`config.mk`:
```
export PLATFORM = sky130hd
export DESIGN_NAME = hps_reset_req_seq
export DESIGN_NICKNAME = d
export VERILOG_FILES = /design/src/rtl/hps_reset_req_seq.sv
export SDC_FILE = /design/constraint.sdc
export NUM_CORES = 1
export LEC_CHECK = 0
export BUFFER_PORTS_ARGS = -buffer_cell sky130_fd_sc_hd__clkbuf_2
export CORE_ASPECT_RATIO = 1.2
export CORE_MARGIN = 2
export CORE_UTILIZATION = 50
export DETAILED_ROUTE_END_ITERATION = 8
export HOLD_SLACK_MARGIN = 0.15
export PLACE_DENSITY = 0.69
export SYNTH_ARGS = -nofsm -noshare
export SYNTH_HDL_FRONTEND = slang
export SYNTH_SLANG_ARGS = --single-unit
```
`constraint.sdc`:
```
create_clock -name clk_clk -period 6.05 [get_ports clk_clk]
set_input_delay 0.9075 -clock clk_clk [delete_from_list [all_inputs] [get_ports clk_clk]]
set_output_delay 0.9075 -clock clk_clk [all_outputs]
set_load 0.02 [all_outputs]
```
`src/rtl/hps_reset_req_seq.sv`:
```
// hps_reset_req_seq: turns rising edges on the ISSP reset-source bus into
// fixed-width active-low HPS reset requests, served one at a time in
// cold > warm > debug order, with HPS handshake tracking and a holdoff.
module hps_reset_req_seq #(
    parameter int unsigned PULSE_CYCLES   = 16,
    parameter int unsigned HOLDOFF_CYCLES = 1024,
    parameter int unsigned SYNC_STAGES    = 2
) (
    input  logic       clk_clk,
    input  logic       reset_reset_n,
    input  logic [2:0] issp_src,
    input  logic       h2f_reset_n,
    output logic       f2h_cold_reset_req_n,
    output logic       f2h_warm_reset_req_n,
    output logic       f2h_debug_reset_req_n,
    output logic       busy,
    output logic [1:0] last_req,
    output logic [7:0] req_count,
    output logic       hs_timeout
);

    localparam int unsigned MAX_CNT = (PULSE_CYCLES > HOLDOFF_CYCLES) ? PULSE_CYCLES : HOLDOFF_CYCLES;
    localparam int unsigned CNT_W   = $clog2(MAX_CNT + 1);

    localparam logic [CNT_W-1:0] PULSE_LOAD = CNT_W'(PULSE_CYCLES - 1);
    localparam logic [CNT_W-1:0] HOLD_LOAD  = CNT_W'(HOLDOFF_CYCLES - 1);

    localparam logic [2:0] S_IDLE      = 3'd0;
    localparam logic [2:0] S_ASSERT    = 3'd1;
    localparam logic [2:0] S_WAIT_LOW  = 3'd2;
    localparam logic [2:0] S_WAIT_HIGH = 3'd3;
    localparam logic [2:0] S_HOLDOFF   = 3'd4;

    localparam logic [1:0] REQ_COLD  = 2'd1;
    localparam logic [1:0] REQ_WARM  = 2'd2;
    localparam logic [1:0] REQ_DEBUG = 2'd3;

    logic [2:0]             issp_sync_q [SYNC_STAGES];
    logic [2:0]             issp_hist_q;
    logic [SYNC_STAGES-1:0] h2f_sync_q;

    logic [2:0]       state_q, state_d;
    logic [CNT_W-1:0] cnt_q, cnt_d;
    logic [2:0]       pend_q, pend_d;
    logic [1:0]       last_req_q, last_req_d;
    logic [7:0]       req_count_q, req_count_d;
    logic             hs_timeout_q, hs_timeout_d;
    logic             busy_q, busy_d;
    logic [2:0]       req_n_q, req_n_d;

    logic [2:0] rise_c;
    logic [2:0] drop_c;
    logic       h2f_c;

    // Synchronizer chains for the asynchronous inputs plus edge history.
    always_ff @(posedge clk_clk or negedge reset_reset_n) begin
        if (!reset_reset_n) begin
            for (int i = 0; i < int'(SYNC_STAGES); i++) begin
                issp_sync_q[i] <= 3'b000;
            end
            issp_hist_q <= 3'b000;
            h2f_sync_q  <= '0;
        end else begin
            issp_sync_q[0] <= issp_src;
            for (int i = 1; i < int'(SYNC_STAGES); i++) begin
                issp_sync_q[i] <= issp_sync_q[i-1];
            end
            issp_hist_q <= issp_sync_q[SYNC_STAGES-1];
            h2f_sync_q  <= {h2f_sync_q[SYNC_STAGES-2:0], h2f_reset_n};
        end
    end

    assign rise_c = issp_sync_q[SYNC_STAGES-1] & ~issp_hist_q;
    assign h2f_c  = h2f_sync_q[SYNC_STAGES-1];

    // Edge of the request type currently being pulsed is discarded.
    always_comb begin
        drop_c = 3'b000;
        if (state_q == S_ASSERT) begin
            case (last_req_q)
                REQ_COLD:  drop_c = 3'b001;
                REQ_WARM:  drop_c = 3'b010;
                REQ_DEBUG: drop_c = 3'b100;
                default:   drop_c = 3'b000;
            endcase
        end
    end

    // State, counter and all output registers.
    always_ff @(posedge clk_clk or negedge reset_reset_n) begin
        if (!reset_reset_n) begin
            state_q      <= S_IDLE;
            cnt_q        <= '0;
            pend_q       <= 3'b000;
            last_req_q   <= 2'd0;
            req_count_q  <= 8'd0;
            hs_timeout_q <= 1'b0;
            busy_q       <= 1'b0;
            req_n_q      <= 3'b111;
        end else begin
            state_q      <= state_d;
            cnt_q        <= cnt_d;
            pend_q       <= pend_d;
            last_req_q   <= last_req_d;
            req_count_q  <= req_count_d;
            hs_timeout_q <= hs_timeout_d;
            busy_q       <= busy_d;
            req_n_q      <= req_n_d;
        end
    end

    // Next-state logic; outputs are derived from the next state so the
    // request lines come straight from flops.
    always_comb begin
        state_d      = state_q;
        cnt_d        = cnt_q;
        pend_d       = pend_q;
        last_req_d   = last_req_q;
        req_count_d  = req_count_q;
        hs_timeout_d = hs_timeout_q;
        busy_d       = 1'b0;
        req_n_d      = 3'b111;

        case (state_q)
            S_IDLE: begin
                if (pend_q != 3'b000) begin
                    state_d = S_ASSERT;
                    cnt_d   = PULSE_LOAD;
                    if (pend_q[0]) begin
                        last_req_d = REQ_COLD;
                        pend_d[0]  = 1'b0;
                    end else if (pend_q[1]) begin
                        last_req_d = REQ_WARM;
                        pend_d[1]  = 1'b0;
                    end else begin
                        last_req_d = REQ_DEBUG;
                        pend_d[2]  = 1'b0;
                    end
                    if (req_count_q != 8'hFF) begin
                        req_count_d = req_count_q + 8'd1;
                    end
                end
            end
            S_ASSERT: begin
                if (cnt_q == '0) begin
                    cnt_d   = HOLD_LOAD;
                    state_d = (last_req_q == REQ_DEBUG) ? S_HOLDOFF : S_WAIT_LOW;
                end else begin
                    cnt_d = cnt_q - CNT_W'(1);
                end
            end
            S_WAIT_LOW: begin
                if (!h2f_c) begin
                    state_d = S_WAIT_HIGH;
                end else if (cnt_q == '0) begin
                    hs_timeout_d = 1'b1;
                    state_d      = S_HOLDOFF;
                    cnt_d        = HOLD_LOAD;
                end else begin
                    cnt_d = cnt_q - CNT_W'(1);
                end
            end
            S_WAIT_HIGH: begin
                if (h2f_c) begin
                    state_d = S_HOLDOFF;
                    cnt_d   = HOLD_LOAD;
                end
            end
            S_HOLDOFF: begin
                if (cnt_q == '0) begin
                    state_d = S_IDLE;
                end else begin
                    cnt_d = cnt_q - CNT_W'(1);
                end
            end
            default: begin
                state_d = S_IDLE;
            end
        endcase

        pend_d = pend_d | (rise_c & ~drop_c);
        busy_d = (state_d != S_IDLE);

        if (state_d == S_ASSERT) begin
            case (last_req_d)
                REQ_COLD:  req_n_d[0] = 1'b0;
                REQ_WARM:  req_n_d[1] = 1'b0;
                REQ_DEBUG: req_n_d[2] = 1'b0;
                default:   req_n_d    = 3'b111;
            endcase
        end
    end

    assign f2h_cold_reset_req_n  = req_n_q[0];
    assign f2h_warm_reset_req_n  = req_n_q[1];
    assign f2h_debug_reset_req_n = req_n_q[2];
    assign busy                  = busy_q;
    assign last_req              = last_req_q;
    assign req_count             = req_count_q;
    assign hs_timeout            = hs_timeout_q;

endmodule

```
* Word level (Yosys, flattened, before mapping)
Index checks and enable logic that the tools add are counted.
** Storage, ports and cells
- Flip-flop bits (word level) :: 43
- Bits of input ports :: 6
- Output and inout port bits :: 15
- Logic and storage cells :: 71
** Operators by class
- Add/sub/neg operators :: 2
- Eq/ne operators :: 16
- Multiplexer cells :: 28
- Bitwise operators :: 5
- Reductions and logical operators :: 8
** Operators with widths (number)
- 11-bit 2-to-1 mux :: 5
- 11-bit one-hot mux with 5 select lines :: 1
- 3-bit 2-to-1 mux :: 11
- 3-bit one-hot mux with 5 select lines :: 1
- 11-bit logical NOT :: 1
- 11-bit by 1-bit subtractor with 11-bit output, second input constant :: 1
- 3-bit one-hot mux with 3 select lines :: 1
- 8-bit by 1-bit adder with 8-bit output, second input constant :: 1
- 2-bit == test, second input constant :: 4
- 2-bit 2-to-1 mux :: 4
- 2-bit inequality test, second input constant :: 4
- 8-bit inequality test, second input constant :: 1
- 3-bit AND :: 2
- 3-bit by 1-bit == test with 1-bit output, second input constant :: 2
- 3-bit by 2-bit == test with 1-bit output, second input constant :: 2
- 3-bit NOT :: 2
- 3-bit AND reduction :: 2
- 3-bit nonzero test :: 2
- 1-bit 2-to-1 mux :: 5
- 5-bit AND reduction :: 1
- 5-bit nonzero test :: 1
- 2-bit by 1-bit == test with 1-bit output, second input constant :: 2
- 3-bit == test, second input constant :: 1
- 3-bit logical NOT :: 1
- 3-bit bitwise OR :: 1

* Longest topological paths before layout
Gate-level depths: netlist of the first run.
- Depth after elaboration :: 7
- Gate-level depth with buffers :: 9

* Worst setup path after synthesis of the first run
No wires, ideal clock.
- Path kind :: register to register
- Start point :: reg cnt_q[0]
- End point :: reg req_n_q[0]
- Data arrival time :: 1990 ps
- Path slack :: 3966 ps
- Cell stages (with the launch flop) :: 9
- Path buffers :: 1
- Period minus slack after synthesis :: 2084 ps
- Cell sequence :: dfrtp_1 > inv_1 > ha_1 > or4b_4 > and4b_1 > buf_6 > a21o_1 > or2_1 > or4_1
** Between the ends
- Word-level cells in the longest chain between the ends :: 6
- Elaborated cells between the ends (all ways) :: 8
- Those cells by class :: 1 x eq/ne; 6 x mux; 1 x reduce/logical
** Ends and longest elaborated chain
- start, declared :: RTL line 43 : logic [CNT_W-1:0] cnt_q, cnt_d;
- start signal, assigned :: RTL line 102 : cnt_q <= cnt_d;
- 11-bit logical NOT * :: RTL line 145, 155, 170
- 3-bit 2-to-1 mux :: RTL line 155 : end else if (cnt_q == '0) begin
- 3-bit 2-to-1 mux :: RTL line 153 : if (!h2f_c) begin
- 3-bit one-hot mux with 5 select lines * :: RTL line 124 : case (state_q)
- 3-bit by 1-bit == test with 1-bit output * :: RTL line 184 : if (state_d == S_ASSERT) begin
- 3-bit 2-to-1 mux * :: RTL line 184
- net req_n_d[0] :: RTL line 49 : logic [2:0] req_n_q, req_n_d;
- end signal, assigned :: RTL line 108 : req_n_q <= req_n_d;
- end, declared :: RTL line 49
Mark *: on every way through the listed nets, which the timed path passes. The rest lies on a longest branch.
A chain may end at the register's enable or synchronous reset.

* Final worst setup path of the first run
- Start point :: reg cnt_q[0]
- End point :: reg cnt_q[6]
** Between the ends
- Word-level cells in the longest chain between the ends :: 4
- Elaborated cells between the ends (all ways) :: 8
- Those cells by class :: 1 x add/sub; 1 x eq/ne; 4 x mux; 2 x reduce/logical
** Ends and longest elaborated chain (RTL line)
- 11-bit by 1-bit subtractor with 11-bit output or 11-bit logical NOT (tied branches)
- 11-bit 2-to-1 mux :: 145, 155
- 11-bit 2-to-1 mux :: 153
- 11-bit one-hot mux with 5 select lines :: 124
Parallel ways exist; a longest one is shown, timed or not. The select of a mux whose other input is x is not followed.

==> summary.txt, run 1 <==
Status -> finished, final reports clean
Post-DRT Antenna Nets -> 0
H-Tree Depth -> 2
Hold buffer count at CTS -> 0
Drt wl/cell -> 13.7 um
Arrival time at the worst endpoint -> 2.76 ns
Commonest non-fill, non-tap cell in the layout -> dfrtp_1
TritonRoute pass-1 iters -> 5
Skew final -> 0.0105 ns
Vias in the first global route -> 1335
Grt ovf -> 0
Worst reg2reg startpoint -> cnt_q[0]$_DFFE_PN0P_
Fin. max-slew vios -> 0
Crit-path max FO -> 22
Clock Tree Buf Depth -> 2
Crit path cell chain -> inv_1 -> ha_1 -> or4b_4 -> and4b_1 -> a211oi_4 -> nand2_1 -> a22o_1
Cells after Synth -> 191
Row cnt -> 25
Area grow syn2layout -> 8.79%
DRC Markers -> 0
Crit-path max cell delay -> 0.82 ns
Starting Density -> 52.0%
CTS tree -> yes
Reg2reg path depth -> 7
Die area -> 4600 sq um
Largest net degree at the start of global routing -> 44
Min Tclk post-route -> 2.58 ns
Setup Buffers After CTS -> 0
MaxCap Viol Count -> 0
Least-Margin Pin Slew -> 0.995 ns
IO Count -> 21
Mux contribution to synthesized area -> 0.554%
Simple-Gate Fraction of Synth Area -> 21.5%
WP data required -> 6.23 ns
Yosys warning count -> 0
Via/cell ratio -> 5.58
Final setup TNS -> 0 ns
Fmax -> 387 MHz
Cts repair resizes -> 0
Delay-heaviest family, CP -> compound AO/OA/AOI/OAI gates
Synth Area in Compound Gates -> 14.1%
Post-synthesis xor/xnor area fraction -> 3.44%
Crit path buffers/inverters -> 1
Seq/Total Area, Yosys -> 53.1%
Routability cong. -> 0.908
Layout cell share with drive strength beyond 1 -> 17.5%
Adder-cell share of the synthesized area -> 1.72%
Slew headroom -> 33.7%
Clk_lat worst skew -> 0.29 ns
WS Path Type -> reg -> reg
All-Layer GR Usage -> 16.9%
Leading register cell type out of synthesis -> dfrtp_1
Chip Height -> 73.9 um
Fin crit share -> 42.7%
Routed WL -> 3620 um
Clock sink count -> 43
Most frequent cells in the layout -> 40 x dfrtp_1, 20 x clkbuf_2, 15 x nor2_1, 15 x nand2_1
Antenna fix cells -> 0
Syn_nets -> 199
CP startpoint kind -> register
Core box area -> 3910 sq um
Post-synth EDFFs -> 0
Clock transition at path regs -> 0.08 ns
Vias -> 1479
Maximum VDD drop -> 248 uV
Power Dens Cells -> 386 nW/um^2
First-pass GRT wire length -> 6120 um
Final-report hold violation count -> 0
Largest family of logic cells by synthesized area -> simple AND/OR/NAND/NOR gates
Leak pwr -> 0.976 nW
Antenna violations before repair -> 0
Worst setup EP type -> register
Mapped Area -> 2030 sq um
Yosys cell types -> 53
#FFs+latches synth -> 43
Hold path cells -> 0
Final setup violation count -> 0
Synth async-reset ratio -> 100%
Nets -> 218
Drt first-iter violations -> 84
Synth Area per Inst -> 10.7 sq um
Critical path depth in cells -> 7
Slowest CP cell -> a211oi_4
CTS root buf -> clkbuf_8
RSZ-0062 raised after global routing -> no
Port bufs -> 20
Setup crit start -> cnt_q[0]$_DFFE_PN0P_
Worst min path class -> reg -> reg
Post-DP HPWL -> 2520 um
Die W -> 62.2 um
TritonCTS buffer count -> 5
HP Start -> issp_sync_q[5]$_DFF_PN0_
Tot Pwr -> 854 uW
-- cells by family after synthesis --
logic type                 count (synthesis)
buffers and inverters                     19
adders and majority gates                  3
muxes                                      1
xor gates and xnor gates                   8
AOI/OAI and AO/OA                         39
and+or+nand+nor                           78
DFF                                       43
-- where the power goes --
part | internal, mW | switching [mW] | leakage, nW | total [mW]
logic | 0.106 | 0.144 | 0.424 | 0.250
clock network | 0.0806 | 0.0909 | 0.0412 | 0.171
registers | 0.357 | 0.0759 | 0.510 | 0.433
total | 0.544 | 0.311 | 0.976 | 0.854
-- layer usage --
layer | GRT usage [%] | share of wire, % | vias to the layer above | wire length, um
met4 | 6.91 | 0.80 | 0 | 29
li1 | - | - | 723 | -
met5 | 0 | 0 | - | 0
met1 | 22.2 | 46 | 719 | 1660
met3 | 3.37 | 3.3 | 2 | 118
met2 | 27.9 | 50 | 35 | 1810
-- final timing paths --
path / end / slack [ns]
max: cnt_q[6]$_DFFE_PN0P_ / 3.47
min: issp_sync_q[2]$_DFF_PN0_ / 0.35
max reg2reg: cnt_q[6]$_DFFE_PN0P_ / 3.47
min reg2reg: issp_sync_q[2]$_DFF_PN0_ / 0.35
max in group asynchronous: issp_hist_q[2]$_DFF_PN0_ / 4.65
min in group asynchronous: cnt_q[3]$_DFFE_PN0P_ / 0.76
-- layout make-up --
cell class	instances	area (sq um)
Clock inverter	2	12.5
Inverter	11	41.3
Multi-Input combinational cell	129	840
Tap cell	54	67.6
Sequential cell	43	1080
Clock buffer	6	72.6
Timing Repair Buffer	20	100
Fill cell	333	1700
-- registers in the layout, indices dropped and copies added (netlist names), 3 cells and up --
name,count
issp_sync_q,6
issp_hist_q,3
state_q,3
pend_q,3
cnt_q,11
req_count,8
req_n_q,3
-- cell usage after synthesis, drive strengths merged, types with 2 or more instances --
| library cell | n | area [sq um] |
|---|---|---|
| o21a | 2 | 15.0 |
| nand3b | 6 | 57.6 |
| or4 | 2 | 15.0 |
| xnor2 | 6 | 52.6 |
| nand3 | 11 | 55.1 |
| nand4 | 6 | 37.5 |
| a21oi | 6 | 30.0 |
| or3 | 2 | 13.8 |
| buf | 4 | 38.8 |
| nand2 | 15 | 56.3 |
| a211oi | 2 | 27.5 |
| and3 | 2 | 12.5 |
| nor3b | 3 | 22.5 |
| dfstp | 3 | 78.8 |
| o211a | 2 | 20.0 |
| o2111ai | 3 | 26.3 |
| dfrtp | 40 | 1000 |
| a32o | 2 | 20.0 |
| ha | 2 | 25.0 |
| xor2 | 2 | 17.5 |
| o21ai | 9 | 45.0 |
| a31oi | 2 | 12.5 |
| nor2 | 15 | 56.3 |
| nand2b | 4 | 25.0 |
| clkbuf | 4 | 35.0 |
| inv | 11 | 41.3 |
| nor3 | 5 | 25.0 |
-- per-stage QoR --
stage / hold slack, ns / area [sq um] / instances / worst slack, ns / util [%]
final: 0.350 / 2210 / 265 / 3.47 / 56.6
after global placement: 0.335 / 2130 / 257 / 3.63 / 54.4
after global routing: 0.362 / 2210 / 265 / 3.37 / 56.6
after detailed placement: 0.335 / 2130 / 257 / 3.50 / 54.4
after CTS: 0.351 / 2210 / 265 / 3.48 / 56.6
after floorplan: 0.331 / 2030 / 191 / 3.97 / -
Power figures use the tool's default switching activity.
==> run 2, diff against run 1 <==
--- a/config.mk
+++ b/config.mk
@@ -5,13 +5,14 @@
 export SDC_FILE = /design/constraint.sdc
 export NUM_CORES = 1
 export LEC_CHECK = 0
+export ABC_AREA = 1
 export BUFFER_PORTS_ARGS = -buffer_cell sky130_fd_sc_hd__clkbuf_2
 export CORE_ASPECT_RATIO = 1.2
 export CORE_MARGIN = 2
 export CORE_UTILIZATION = 50
 export DETAILED_ROUTE_END_ITERATION = 8
 export HOLD_SLACK_MARGIN = 0.15
-export PLACE_DENSITY = 0.69
+export PLACE_DENSITY = 0.72
 export SYNTH_ARGS = -nofsm -noshare
 export SYNTH_HDL_FRONTEND = slang
 export SYNTH_SLANG_ARGS = --single-unit
==> constraint.sdc (replaced) <==
create_clock -name clk_clk -period 2.35 [get_ports clk_clk]
set_input_delay 0.3525 -clock clk_clk [delete_from_list [all_inputs] [get_ports clk_clk]]
set_output_delay 0.3525 -clock clk_clk [all_outputs]
set_load 0.02 [all_outputs]
==> run 2 against run 1 <==
Compared with the run above:
- cell count increased by 32%
- highest routed layer unchanged
- setup slack got worse by 2.9 ns
- non-clock buffer count increased by 6
- combinational power increased to 4.2 times the previous value
- critical path depth increased by 4
- synthesized area up 3.6%
- power rose to 3.1 times the previous value
- core utilization is 3.7 points higher
- via count up 17%
- largest power group unchanged
- maximum frequency grew 48%
==> summary.txt, run 2 <==
CP startpoint kind -> register
Crit-path max FO -> 14
Post-synthesis xor/xnor area fraction -> 2.49%
First-pass GRT wire length -> 7530 um
TritonCTS buffer count -> 5
Clock sink count -> 43
Yosys warning count -> 0
Post-DRT Antenna Nets -> 0
Least-Margin Pin Slew -> 0.845 ns
Maximum VDD drop -> 674 uV
Placed cells -> 337
Mapped Area -> 2110 sq um
Area grow syn2layout -> 14.5%
Top cell type's share of synthesized area -> 47.5%
Antenna fix cells -> 0
MaxCap Viol Count -> 0
Status -> finished, final reports clean
Row cnt -> 25
Vias in the first global route -> 1701
Most frequent cell after synthesis -> nand2_1
#FFs+latches synth -> 43
Crit path cell chain -> inv_1 -> ha_1 -> nand2_1 -> nor2_4 -> nand2_2 -> nand2_4 -> nand2_4 -> nand2_4 -> inv_2 -> nand2_1 -> nand2_1
Final setup TNS -> 0 ns
Layout cell share with drive strength beyond 1 -> 15.3%
Fin crit share -> 74.4%
Cells after Synth -> 262
Most frequent cells in the layout -> 81 x nand2_1, 40 x dfrtp_1, 35 x inv_1
WP data required -> 2.55 ns
Slowest CP cell -> dfrtp_1
IO Count -> 21
Synth async-reset ratio -> 100%
Leading register cell type out of synthesis -> dfrtp_1
Leak pwr -> 1.29 nW
Top cell types by occurrence after synthesis -> 81 x nand2_1, 40 x dfrtp_1, 35 x inv_1
Final-report hold violation count -> 0
Yosys cell types -> 30
H-Tree Depth -> 2
Clock Tree Buf Depth -> 2
Grt ovf -> 0
Synth Area per Inst -> 8.05 sq um
Placed inst area -> 2280 sq um
Post-DP HPWL -> 3140 um
Slew headroom -> 43.7%
Final setup violation count -> 0
Clk_lat worst skew -> 0.30 ns
Skew final -> 0.00868 ns
Power Dens Cells -> 1110 nW/um^2
Tot Pwr -> 2.67 mW
Non-Filler Instances -> 349
Worst min path class -> in -> async
Cts repair resizes -> 0
Nets -> 302
Core box area -> 4000 sq um
Largest family of logic cells by synthesized area -> simple AND/OR/NAND/NOR gates
CTS root buf -> clkbuf_8
Fmax -> 572 MHz
Hold Worst Slack -> 0.148 ns
Reg2reg setup slack -> 0.60 ns
Drt first-iter violations -> 105
# fillers -> 402
Commonest non-fill, non-tap cell in the layout -> nand2_1
Starting Density -> 52.7%
Port bufs -> 20
Drt wl/cell -> 11.9 um
WS Path Type -> reg -> reg
Mux contribution to synthesized area -> 0%
Die W -> 63.3 um
Clock transition at path regs -> 0.09 ns
Largest net degree at the start of global routing -> 37
Chip Height -> 75.1 um
Fin. max-slew vios -> 0
Routed WL -> 4170 um
Max FFs per register -> 11
DRC Markers -> 0
Cell area after layout -> 2410 sq um
RSZ-0062 raised after global routing -> no
Setup WS pre-CTS -> 0.597 ns
Routability cong. -> 0.838
Antenna violations before repair -> 0
Die area -> 4750 sq um
Worst setup EP type -> register
Simple-Gate Fraction of Synth Area -> 30.9%
TritonRoute pass-1 iters -> 4
Synth area leader -> dfrtp_1
Final worst slack -> 0.602 ns
CTS tree -> yes
Adder-cell share of the synthesized area -> 1.19%
Largest Register -> cnt_q
Post-layout util -> 60.3%
Arrival time at the worst endpoint -> 1.94 ns
Crit-path max cell delay -> 0.38 ns
Synth Area in Compound Gates -> 7.06%
Synth area leaders -> dfrtp_1 47%, nand2_1 14%, inv_1 6.2%
All-Layer GR Usage -> 20.7%
Seq/Total Area, Yosys -> 51.2%
Vias -> 1728
Via/cell ratio -> 4.95
Syn_nets -> 270
Min Tclk post-route -> 1.75 ns
Post-synth EDFFs -> 0
[run 2: cell types whose count changed in the layout (fill, tap and decap cells not counted), moves of 4 or more]
cell / previous run / this run
nor2_1: 15 / 28
inv_1: 11 / 35
nand3_1: 11 / 21
nand2_1: 15 / 81
xnor2_1: 6 / 2
a21oi_1: 6 / 2
nand4_1: 6 / 2
dlygate4sd3_1: 0 / 4
[run 2: final cells by class]
type | instances | area, sq um | area share (%)
flip-flops and latches | 43 | 1080 | 44.7
multi-input cells | 182 | 878 | 36.4
repair buffers | 26 | 155 | 6.42
inverters | 36 | 135 | 5.60
clock buffers | 6 | 82.6 | 3.42
well taps | 54 | 67.6 | 2.80
clock inverters | 2 | 16.3 | 0.674
[run 2: logic make-up (layout without fill, tap and decap cells)]
group,after synthesis,count (layout)
adder cells (fa/ha/maj),2,2
AND/OR/NAND/NOR,149,149
flip-flops,43,43
XOR/XNOR,6,6
AO/OA/AOI/OAI,25,25
buffers and inverters,37,70
[run 2: worst paths after layout]
| kind | startpoint | endpoint | cells past startpoint |
|---|---|---|---|
| setup / recovery | cnt_q[0]$_DFFE_PN0P_ | cnt_q[10]$_DFFE_PN0P_ | 11 |
| setup reg to reg | cnt_q[0]$_DFFE_PN0P_ | cnt_q[10]$_DFFE_PN0P_ | 11 |
| hold / removal | reset_reset_n | cnt_q[0]$_DFFE_PN0P_ | 1 |
| min in group clk_clk | h2f_sync_q[0]$_DFF_PN0_ | h2f_sync_q[1]$_DFF_PN0_ | 0 |
| max in group asynchronous | reset_reset_n | cnt_q[9]$_DFFE_PN0P_ | 2 |
| hold reg to reg | h2f_sync_q[0]$_DFF_PN0_ | h2f_sync_q[1]$_DFF_PN0_ | 0 |
[run 2: critical path: cells and delay by family (launching register included)]
family,cells,cell delay (ns)
adder cells (fa/ha/maj),1,0.19
AND/OR/NAND/NOR,8,0.85
flip-flops,1,0.38
buffers and inverters,2,0.22
[run 2: power by group]
part | leakage (nW) | internal [mW] | total (mW) | switching (mW)
registers | 0.515 | 0.947 | 1.12 | 0.177
logic | 0.725 | 0.360 | 1.05 | 0.688
clock network | 0.0474 | 0.240 | 0.498 | 0.258
total | 1.29 | 1.55 | 2.67 | 1.12
[run 2: what timing repair did]
action | in CTS | in global routing
setup buffers | 0 | 0
hold buffers | 1 | 3
hold endpoints to repair | 1 | 3
[run 2: layer usage]
layer / global-route usage (%) / up-vias / part of all wire, %
met4: 7.97 / 0 / 1.7
li1: - / 891 / -
met3: 3.74 / 8 / 2.7
met1: 24.6 / 802 / 44
met5: 0 / - / 0
met2: 37.9 / 27 / 51
==> run 3, diff against run 2 <==
==> constraint.sdc (replaced) <==
create_clock -name clk_clk -period 1.41 [get_ports clk_clk]
set_input_delay 0.2115 -clock clk_clk [delete_from_list [all_inputs] [get_ports clk_clk]]
set_output_delay 0.2115 -clock clk_clk [all_outputs]
set_load 0.02 [all_outputs]
==> run 3 against run 2 <==
Compared with the run above:
- the flow now finishes with violations (setup timing)
- worst hold slack gained 0.20 ns
- critical path depth shrank 1
- maximum frequency grew 20%
- global-route usage grew 1.8 points
- first-iteration DRC count shrank 8.6%
- sequential power grew 66%
- power grew 110%
- setup slack lost 0.65 ns
- critical endpoint is now cnt_q[4]$_DFFE_PN0P_
- largest cell class unchanged
==> summary.txt, run 3 (synthesized netlist as in run 2, its figures left out) <==
First-pass GRT wire length -> 8310 um
Clock sink count -> 43
Crit path cell chain -> nor2_4 -> nand2_2 -> nor2_4 -> nand2_4 -> nand2_4 -> nand2_8 -> nand2_8 -> buf_6 -> nand2_1 -> nand2_1
Chip Height -> 75.1 um
Crit-path max FO -> 5
IO Count -> 21
Final worst slack -> -0.0459 ns
All-Layer GR Usage -> 22.5%
Setup crit start -> cnt_q[4]$_DFFE_PN0P_
Largest net degree at the start of global routing -> 44
Critical path depth in cells -> 10
CTS tree -> yes
Min Tclk post-route -> 1.46 ns
Area grow syn2layout -> 43.4%
Antenna fix cells -> 0
Most frequent cells in the layout -> 67 x nand2_1, 49 x buf_4, 37 x dfrtp_1
H-Tree Depth -> 2
Die W -> 63.3 um
Layout cell share with drive strength beyond 1 -> 38.9%
Grt ovf -> 0
Cell area after layout -> 3020 sq um
Failing checks -> setup timing
TritonRoute pass-1 iters -> 4
Worst min path class -> reg -> reg
Least-Margin Pin Slew -> 0.272 ns
Final setup TNS -> -0.316 ns
Routability cong. -> 0.852
Final setup violation count -> 12
Tot Pwr -> 5.59 mW
Worst reg2reg startpoint -> cnt_q[4]$_DFFE_PN0P_
WP data required -> 1.65 ns
Routed WL -> 4790 um
Nets -> 354
Starting Density -> 52.7%
Row cnt -> 25
MaxCap Viol Count -> 0
Final-report hold violation count -> 0
Register area -> 1080 sq um
Clock Tree Buf Depth -> 2
Slowest CP cell -> dfrtp_1
Slew headroom -> 81.8%
TritonCTS buffer count -> 5
Status -> finished, violations left
Commonest non-fill, non-tap cell in the layout -> nand2_1
Vias in the first global route -> 1938
Delay-heaviest family, CP -> simple AND/OR/NAND/NOR gates
Via/cell ratio -> 4.84
Reg2reg path depth -> 10
Crit-path max cell delay -> 0.41 ns
Port bufs -> 20
Drt wl/cell -> 11.9 um
Setup crit end -> cnt_q[4]$_DFFE_PN0P_
Area of the multi-input gates -> 1050 sq um
Skew final -> 0.00719 ns
CP startpoint kind -> register
Antenna violations before repair -> 0
Leak pwr -> 1.61 nW
Clock transition at path regs -> 0.08 ns
Max FFs per register -> 11
RSZ-0062 raised after global routing -> yes
Clk_lat worst skew -> 0.29 ns
Maximum VDD drop -> 996 uV
Post-DP HPWL -> 3250 um
Worst setup EP type -> register
Fmax -> 687 MHz
Largest Register -> cnt_q
Arrival time at the worst endpoint -> 1.69 ns
CTS root buf -> clkbuf_8
DRC Markers -> 0
Core box area -> 4000 sq um
Critical R2R Capture -> cnt_q[4]$_DFFE_PN0P_
Placed inst area -> 2630 sq um
Power Dens Cells -> 1850 nW/um^2
Die area -> 4750 sq um
Fin crit share -> 103%
Reg2reg setup slack -> -0.05 ns
Post-DRT Antenna Nets -> 0
Crit path buffers/inverters -> 1
# fillers -> 305
Fin. max-slew vios -> 0
Post-layout util -> 75.5%
Setup WS pre-CTS -> -0.132 ns
Vias -> 1940
Drt first-iter violations -> 96
WS Path Type -> reg -> reg
-- run 3: how the worst min path moves through the flow --
stage	to	cells after the start	slack, ns	start
final	h2f_sync_q[1]$_DFF_PN0_	0	0.35	h2f_sync_q[0]$_DFF_PN0_
after global routing	issp_sync_q[2]$_DFF_PN0_	0	0.36	issp_sync_q[5]$_DFF_PN0_
after CTS	h2f_sync_q[1]$_DFF_PN0_	0	0.35	h2f_sync_q[0]$_DFF_PN0_
after detailed placement	cnt_q[1]$_DFFE_PN0P_	2	0.21	reset_reset_n
after global placement	cnt_q[1]$_DFFE_PN0P_	2	0.21	reset_reset_n
after floorplan	busy$_DFF_PN0_	0	-0.08	reset_reset_n
-- run 3: layer usage --
layer / global-route usage (%) / vias up / share of wire, %
li1: - / 995 / -
met2: 41.5 / 32 / 52
met5: 0 / - / 0
met3: 3.74 / 11 / 2.7
met1: 27.1 / 902 / 44
met4: 7.73 / 0 / 1.8
-- run 3: cell type report --
cell class	instances	area share (%)
Clock buffer	6	2.73
Sequential cell	43	35.8
Timing Repair Buffer	77	18.5
Multi-Input combinational cell	183	34.9
Tap cell	54	2.24
Inverter	36	4.64
Clock inverter	2	1.16
-- run 3: report_power, final --
group	internal (mW)	switching, mW	total (mW)
clock	0.573	0.419	0.992
combinational	1.22	1.52	2.74
sequential	1.59	0.272	1.86
total	3.38	2.21	5.59
-- run 3: through the flow --
stage,std cells,hold WS (ns)
2_1_floorplan,262,-0.0841
3_3_place_gp,378,0.206
3_5_place_dp,378,0.207
4_1_cts,396,0.355
5_1_grt,401,0.363
6_report,401,0.351
-- run 3: worst reg2reg max path: stages (launching register included) --
cell,delay [ns]
dfrtp_1,0.41
nor2_4,0.16
nand2_2,0.10
nor2_4,0.15
nand2_4,0.08
nand2_4,0.10
nand2_8,0.07
nand2_8,0.09
buf_6,0.14
nand2_1,0.05
nand2_1,0.05
-- run 3: repair_timing --
action | 4_1_cts | 5_1_grt
hold buffers | 5 | 0
gates cloned | 1 | 0
gates resized for setup | 19 | 34
setup endpoints to repair | 23 | 27
endpoints found under the hold margin | 47 | 0
pin swaps | 6 | 17
setup buffers | 4 | 5
